### src/rtl/hazard_stall_controller.sv
`default_nettype none
// ---------------------------------------------------------------------------
// hazard_stall_controller: RAW interlock for a 5-stage pipeline. Tracks
// EX/MEM/WB destinations and stalls PC/IF-ID with an ID/EX bubble on conflict.
// Revision: 1.0
// ---------------------------------------------------------------------------
module hazard_stall_controller #(
   parameter int DEPTH = 3,
   parameter int CNT_W = 16
) (
   input  logic             clk,
   input  logic             rst_n,
   input  logic [31:0]      instr_id,
   input  logic             id_valid,
   input  logic             flush,
   input  logic             hold,
   input  logic             cnt_clr,
   output logic             pc_write_en,
   output logic             ifid_write_en,
   output logic             idex_bubble,
   output logic             hazard,
   output logic [CNT_W-1:0] stall_count
);

   localparam logic [5:0] OP_ALU_RR  = 6'b010100;
   localparam logic [5:0] OP_ALU_I0  = 6'b101001;
   localparam logic [5:0] OP_ALU_I1  = 6'b101010;
   localparam logic [5:0] OP_LOAD    = 6'b100111;
   localparam logic [5:0] OP_STORE   = 6'b101000;

   logic [5:0] op;
   logic [4:0] rs, rt, rd;
   logic       use_rs, use_rt, writes;
   logic [4:0] dst;
   logic       unused_funct;

   logic [DEPTH-1:0] sb_v_q, sb_v_d;
   logic [4:0]       sb_dst_q [DEPTH];
   logic [4:0]       sb_dst_d [DEPTH];
   logic [CNT_W-1:0] stall_count_q, stall_count_d;

   logic raw;
   logic shift_en, ins_v, cnt_inc;
   logic pc_en, ifid_en, bubble;

   assign op           = instr_id[31:26];
   assign rs           = instr_id[25:21];
   assign rt           = instr_id[20:16];
   assign rd           = instr_id[15:11];
   assign unused_funct = ^instr_id[10:0];

   always_comb begin
      use_rs = 1'b0;
      use_rt = 1'b0;
      writes = 1'b0;
      dst    = rd;
      case (op)
         OP_ALU_RR: begin use_rs = 1'b1; use_rt = 1'b1; writes = 1'b1; dst = rd; end
         OP_ALU_I0,
         OP_ALU_I1,
         OP_LOAD:   begin use_rs = 1'b1; writes = 1'b1; dst = rt; end
         OP_STORE:  begin use_rs = 1'b1; use_rt = 1'b1; end
         default:   ;
      endcase
   end

   // r0 is hardwired, so a read of it can never depend on anything in flight
   always_comb begin
      raw = 1'b0;
      for (int i = 0; i < DEPTH; i++) begin
         if (sb_v_q[i] &&
             ((use_rs && (rs != 5'd0) && (rs == sb_dst_q[i])) ||
              (use_rt && (rt != 5'd0) && (rt == sb_dst_q[i]))))
            raw = 1'b1;
      end
      raw = raw & id_valid;
   end

   always_comb begin
      shift_en = 1'b1;
      ins_v    = 1'b0;
      cnt_inc  = 1'b0;
      pc_en    = 1'b1;
      ifid_en  = 1'b1;
      bubble   = 1'b0;
      if (hold) begin
         shift_en = 1'b0;
         pc_en    = 1'b0;
         ifid_en  = 1'b0;
      end else if (flush) begin
         bubble   = 1'b1;
      end else if (raw) begin
         pc_en    = 1'b0;
         ifid_en  = 1'b0;
         bubble   = 1'b1;
         cnt_inc  = 1'b1;
      end else begin
         ins_v    = writes & (dst != 5'd0) & id_valid;
      end
   end

   always_comb begin
      sb_v_d   = sb_v_q;
      sb_dst_d = sb_dst_q;
      if (shift_en) begin
         sb_v_d[0]   = ins_v;
         sb_dst_d[0] = dst;
         for (int i = 1; i < DEPTH; i++) begin
            sb_v_d[i]   = sb_v_q[i-1];
            sb_dst_d[i] = sb_dst_q[i-1];
         end
      end
   end

   always_comb begin
      stall_count_d = stall_count_q;
      if (cnt_clr)
         stall_count_d = '0;
      else if (cnt_inc && (stall_count_q != '1))
         stall_count_d = stall_count_q + CNT_W'(1);
   end

   always_ff @(posedge clk or negedge rst_n) begin
      if (!rst_n) begin
         sb_v_q        <= '0;
         stall_count_q <= '0;
         for (int i = 0; i < DEPTH; i++) sb_dst_q[i] <= 5'd0;
      end else begin
         sb_v_q        <= sb_v_d;
         sb_dst_q      <= sb_dst_d;
         stall_count_q <= stall_count_d;
      end
   end

   // While reset is asserted the pipeline is held with a bubble in ID/EX
   assign pc_write_en   = rst_n & pc_en;
   assign ifid_write_en = rst_n & ifid_en;
   assign idex_bubble   = ~rst_n | bubble;
   assign hazard        = rst_n & raw;
   assign stall_count   = stall_count_q;

endmodule
`default_nettype wire

### config.mk
export PLATFORM = sky130hd
export DESIGN_NAME = hazard_stall_controller
export DESIGN_NICKNAME = d
export VERILOG_FILES = /design/src/rtl/hazard_stall_controller.sv
export SDC_FILE = /design/constraint.sdc
export NUM_CORES = 1
export LEC_CHECK = 0
export BUFFER_PORTS_ARGS = -buffer_cell sky130_fd_sc_hd__buf_2
export CAP_MARGIN = 10
export CORE_UTILIZATION = 48
export CTS_CLUSTER_DIAMETER = 120
export DETAILED_ROUTE_END_ITERATION = 7
export PLACE_DENSITY = 0.77
export SLEW_MARGIN = 25
export SYNTH_ARGS = -nofsm -noshare
export SYNTH_HDL_FRONTEND = slang
export SYNTH_SLANG_ARGS = --single-unit
### constraint.sdc
create_clock -name clk -period 2.1 [get_ports clk]
set_input_delay 0.21 -clock clk [delete_from_list [all_inputs] [get_ports clk]]
set_output_delay 0.21 -clock clk [all_outputs]
set_load 0.03 [all_outputs]
Word-level counts from Yosys, hierarchy flattened:

Index checks and enable logic that the tools add are counted.

* add/subtract/negate cells: 1
* eq/ne operators: 12
* mux-type cells: 19
* bitwise operators: 7
* reductions and logical operators: 23

Operator list (number)
* $mux 16: 2
* $eq 5x5->1: 6
* $eq 6x6->1 const B: 4
* $add 16x1->16 const B: 1
* $mux 1: 16
* $ne 16x16->1 const B: 1
* $reduce_bool 5->1: 3
* $logic_and 1x1->1: 12
* $eq 6x5->1 const B: 1
* $and 1x1->1: 5
* $mux 5: 1
* $reduce_or 5->1: 1
* $reduce_or 4->1: 1
* $logic_or 1x1->1: 3
* $reduce_or 3->1: 1
* $reduce_bool 2->1: 1
* $reduce_or 2->1: 1
* $not 1->1: 1
* $or 1x1->1: 1

* flip-flop bits (word level): 34
* bits of input ports: 38
* word-level logic and storage cells: 67

Longest topological paths before layout:

* depth in word-level cells: 17
* gate-level depth with buffers: 11
* gate-level depth less buffers: 7

Worst setup path after synthesis:

Ideal clock, no wire load.

* kind: flip-flop to output port
* from: register sb_dst_q[7] in the netlist's numbering
* to: output port pc_write_en
* data arrival time: 2.671 ns
* data required time: 1.890 ns
* path slack: -0.781 ns
* stages on the path, launching flop included: 11
* cells stage by stage: dfrtp_1 xor2_1 nor4_1 and3_1 o31ai_1 o21a_4 buf_6 buf_2 nor2_1 nor3b_1 buf_4

* cells in the longest elaborated chain, start to end: 11
* elaborated cells on any way between the ends: 13
* classes of those cells: 2 x eq/ne; 5 x mux; 2 x bitwise; 4 x reduce/logical

RTL lines
* start: declaration: line 38 `logic [4:0] sb_dst_q [DEPTH];`
* start signal: assignment: line 130 `sb_dst_q <= sb_dst_d;`
* $eq 5x5->1, on equally long branches: line 72, 73
* $logic_and 1x1->1, on equally long branches: line 72, 73
* $logic_or 1x1->1 (*): line 72 `((use_rs && (rs != 5'd0) && (rs == sb_dst_q[i])) ||`
* $logic_and 1x1->1 (*): line 71 `if (sb_v_q[i] &&`
* $mux 1 (*) (2 in a row): line 71
* $and 1x1->1 (*): line 76 `raw = raw & id_valid;`
* $mux 1 (*) (3 in a row)
* $and 1x1->1 (*)
* end: declaration: line 18 `output logic pc_write_en,`

Every way passes the cells marked *; elsewhere a longest branch is shown, timed or not.

Worst setup path after layout:

* from: register sb_dst_q[7] in the netlist's numbering
* to: output port idex_bubble

* cells in the longest elaborated chain, start to end: 11
* elaborated cells on any way between the ends: 13
* classes of those cells: 2 x eq/ne; 5 x mux; 2 x bitwise; 4 x reduce/logical

RTL lines
* $eq 5x5->1, on equally long branches: line 72, 73
* $logic_and 1x1->1, on equally long branches: line 72, 73
* $logic_or 1x1->1 (*): line 72
* $logic_and 1x1->1 (*): line 71
* $mux 1 (*) (2 in a row): line 71
* $and 1x1->1 (*): line 76
* $mux 1 (*): line 92 `end else if (raw) begin`
* $mux 1 (*): line 90 `end else if (flush) begin`
* $mux 1 (*): line 86 `if (hold) begin`
* $or 1x1->1 (*): line 138 `assign idex_bubble = ~rst_n | bubble;`
* end: declaration: line 20 `output logic idex_bubble,`

Marks and branches as above.

==> impl_metrics.env <==
export IMPL_relSlewSlack=0.561
export IMPL_fillers=269
export IMPL_cpPeakStageDelay_ns=0.44
export IMPL_drcViolationCount=0
export IMPL_start_kind="register"
export IMPL_violations="setup timing"
export IMPL_synth_mux_area_frac=0.110
export IMPL_crit_path_max_fanout=4
export IMPL_cp_slowest_cell="dfrtp_1"
export IMPL_avgSynthCellArea_um2=9.59
export IMPL_clkTransAtPathRegs_ns=0.07
export IMPL_synth_top_cell_area_share=0.386
export IMPL_drive_gt1_frac=0.502
export IMPL_setup_violations=18
export IMPL_grt_max_degree=27
export IMPL_dp_hpwl_mm=4.12
export IMPL_endpoint_kind="primary output"
export IMPL_syn_num_nets=269
export IMPL_synth_compound_area_frac=0.110
export IMPL_diodes=0
export IMPL_cts_root_buf="clkbuf_8"
export IMPL_synth_edf_count=0
export IMPL_layout_setup_ws_ns=-0.347
export IMPL_synthCells=230
export IMPL_skew_ns=0.0146
export IMPL_worstMarginPinSlew_ns=0.651
export IMPL_grt_ovfl_total=0
export IMPL_drv_slew=0
export IMPL_area_growth_pct=47.2
export IMPL_worst_hold_path_type="input pin to register"
export IMPL_tns_ns=-3.78
export IMPL_powerDensity_mw_per_mm2=537
export IMPL_htree_levels=2
export IMPL_drv_cap=0
export IMPL_synth_top_family_by_area="simple AND/OR/NAND/NOR gates"
export IMPL_crit_required_ns=1.89
export IMPL_p_leak_nw=1.48
export IMPL_crit_type="register to primary output"
export IMPL_power_total_mw=1.74
export IMPL_yosysTopAreaCell="dfrtp_1"
export IMPL_via_per_inst=6.07
export IMPL_antenna_found_initial=0
export IMPL_grt_usage=0.276
export IMPL_first_global_vias=2159
export IMPL_synthTopCellsByCount="dfrtp_1, xor2_1, mux2_2, nor2_1"
export IMPL_fin_crit_sh=1.17
export IMPL_yosysSeqAreaShare=0.386
export IMPL_max_freq_ghz=0.409
export IMPL_io_buffers=46
export IMPL_die_width_um=69.8
export IMPL_synthFlopType="dfrtp_1"
export IMPL_synth_area_top_cells="dfrtp_1, xor2_1, mux2_2"
export IMPL_ys_ff_latch=34
export IMPL_wirelength_mm=7.06
export IMPL_gp_congestion=0.928
export IMPL_synth_cell_types=36
export IMPL_clk_path_buf_depth=2
export IMPL_dieArea_mm2=0.00487
export IMPL_irDropWorstVdd_v=0.000413
export IMPL_clock_sinks=34
export IMPL_async_reset_ff_frac=1.00
export IMPL_cts_tree="done"
export IMPL_start_util=0.503
export IMPL_yosys_warnings=0
export IMPL_routedWlPerCell_um=18.8
export IMPL_rows=24
export IMPL_yosys_area_share_simple=0.236
export IMPL_nNetsFinal=361
export IMPL_clock_latency_ns=0.30
export IMPL_die_y_um=69.8
export IMPL_coreArea_mm2=0.00438
export IMPL_io_pins=58
export IMPL_utilization=0.740
export IMPL_dr_pass1_iters=5
export IMPL_period_minus_slack_ns=2.45
export IMPL_drt_iter0_drc=260
export IMPL_status="finished, violations left"
export IMPL_ant_nets=0
export IMPL_grt_setup_unrepaired="true"
export IMPL_cts_buffers_inserted=5
export IMPL_synth_most_common_cell="dfrtp_1"
export IMPL_grt_first_pass_wirelength_mm=10.5
export IMPL_dr_total_vias=2278
export IMPL_crit_chain="xor2_1 -> nor4_1 -> nand3_1 -> and3_4 -> o21ai_2 -> a21oi_1 -> o21ai_1 -> buf_4"
export IMPL_place_area_mm2=0.00277
export IMPL_cp_data_arrival_time_ns=2.24
export IMPL_yosys_area_share_xor_xnor=0.119
export IMPL_syn_area_mm2=0.00220
export IMPL_fin_area_mm2=0.00324
export IMPL_yosys_area_share_adder=0.00568
export IMPL_hold_viol=0
==> logic make-up after synthesis <==
| family | after synthesis |
|---|---|
| AND/OR/NAND/NOR | 89 |
| AO/OA/AOI/OAI | 39 |
| flip-flops | 34 |
| XOR/XNOR | 30 |
| multiplexers | 22 |
| buffers and inverters | 15 |
| adder cells (fa/ha/maj) | 1 |
==> cells in the final DEF (no fill, tap or decap), drive strengths merged, types with 2 or more instances in the layout <==
| cell | Yosys | layout |
|---|---|---|
| nor2 | 14 | 14 |
| nand4 | 5 | 5 |
| o31ai | 10 | 10 |
| inv | 3 | 3 |
| o21a | 1 | 2 |
| nor2b | 5 | 5 |
| nor3b | 2 | 2 |
| nor4bb | 2 | 2 |
| dfrtp | 34 | 34 |
| a21oi | 12 | 12 |
| nor4 | 8 | 8 |
| xnor2 | 6 | 6 |
| a31oi | 2 | 2 |
| xor2 | 24 | 24 |
| nand2 | 10 | 10 |
| clkinv | 0 | 2 |
| clkbuf | 8 | 5 |
| mux2 | 17 | 17 |
| mux2i | 5 | 5 |
| or4 | 12 | 12 |
| nand2b | 3 | 3 |
| nor3 | 4 | 4 |
| nand3 | 11 | 11 |
| buf | 4 | 95 |
| o21ai | 11 | 11 |
| and3 | 9 | 9 |
==> metal layers <==
| metal | up-vias | global-route usage | share of wire |
|---|---|---|---|
| li1 | 1031 | - | - |
| met1 | 1123 | 0.356 | 0.40 |
| met2 | 108 | 0.449 | 0.52 |
| met3 | 16 | 0.0567 | 0.055 |
| met4 | 0 | 0.120 | 0.024 |
| met5 | - | 0 | 0 |
==> path summary, 6_finish.rpt <==
check	slack [ns]	cells after the start	end	startpoint
setup / recovery	-0.35	8	idex_bubble	sb_dst_q[7]
hold / removal	0.23	3	sb_dst_q[14]	instr_id[15]
setup reg to reg	-0.28	8	stall_count[15]	sb_dst_q[7]
hold reg to reg	0.54	1	sb_v_q[2]	sb_v_q[2]
max in group asynchronous	1.10	3	sb_dst_q[14]	rst_n
min in group asynchronous	0.35	2	stall_count[3]	rst_n
==> timing repair <==
action,CTS,global route
hold endpoints to repair,11,0
pin swaps,26,11
endpoints found under the setup margin,20,21
buffers inserted,9,4
hold buffers,1,0
gates cloned,1,0
gates resized for setup,37,24
==> state kept, by name (all words and copies together), names as in the netlist <==
signal,flops
stall_count,16
sb_dst_q,15
sb_v_q,3
==> critical path: cells and delay by family, from the launching register on <==
family	cells	cell delay [ns]
AO/OA/AOI/OAI	3	0.48
buffers and inverters	1	0.17
flip-flops	1	0.44
AND/OR/NAND/NOR	3	0.69
XOR/XNOR	1	0.16
==> power breakdown <==
part	internal (mW)	switching (mW)	leakage, nW	total [mW]
Sequential	0.697	0.0468	0.438	0.743
Combinational	0.197	0.188	0.981	0.385
Clock	0.350	0.265	0.0579	0.615
==> through the flow <==
stage          cells  setup slack, ns  hold WS (ns)
2_1_floorplan    230           -0.177       -0.0856
3_3_place_gp     355           -0.166         0.140
3_5_place_dp     355           -0.232         0.140
4_1_cts          373           -0.253         0.233
5_1_grt          375           -0.415         0.256
6_report         375           -0.347         0.227
==> layout make-up <==
class	count	area, µm²	share of cell area
Clock buffer	5	68.8	0.0212
Clock inverter	3	40.0	0.0123
Inverter	3	11.3	0.00347
Multi-Input combinational cell	182	1540	0.476
Sequential cell	34	858	0.265
Tap cell	52	65.1	0.0201
Timing Repair Buffer	96	658	0.203
Power figures use the tool's default switching activity.
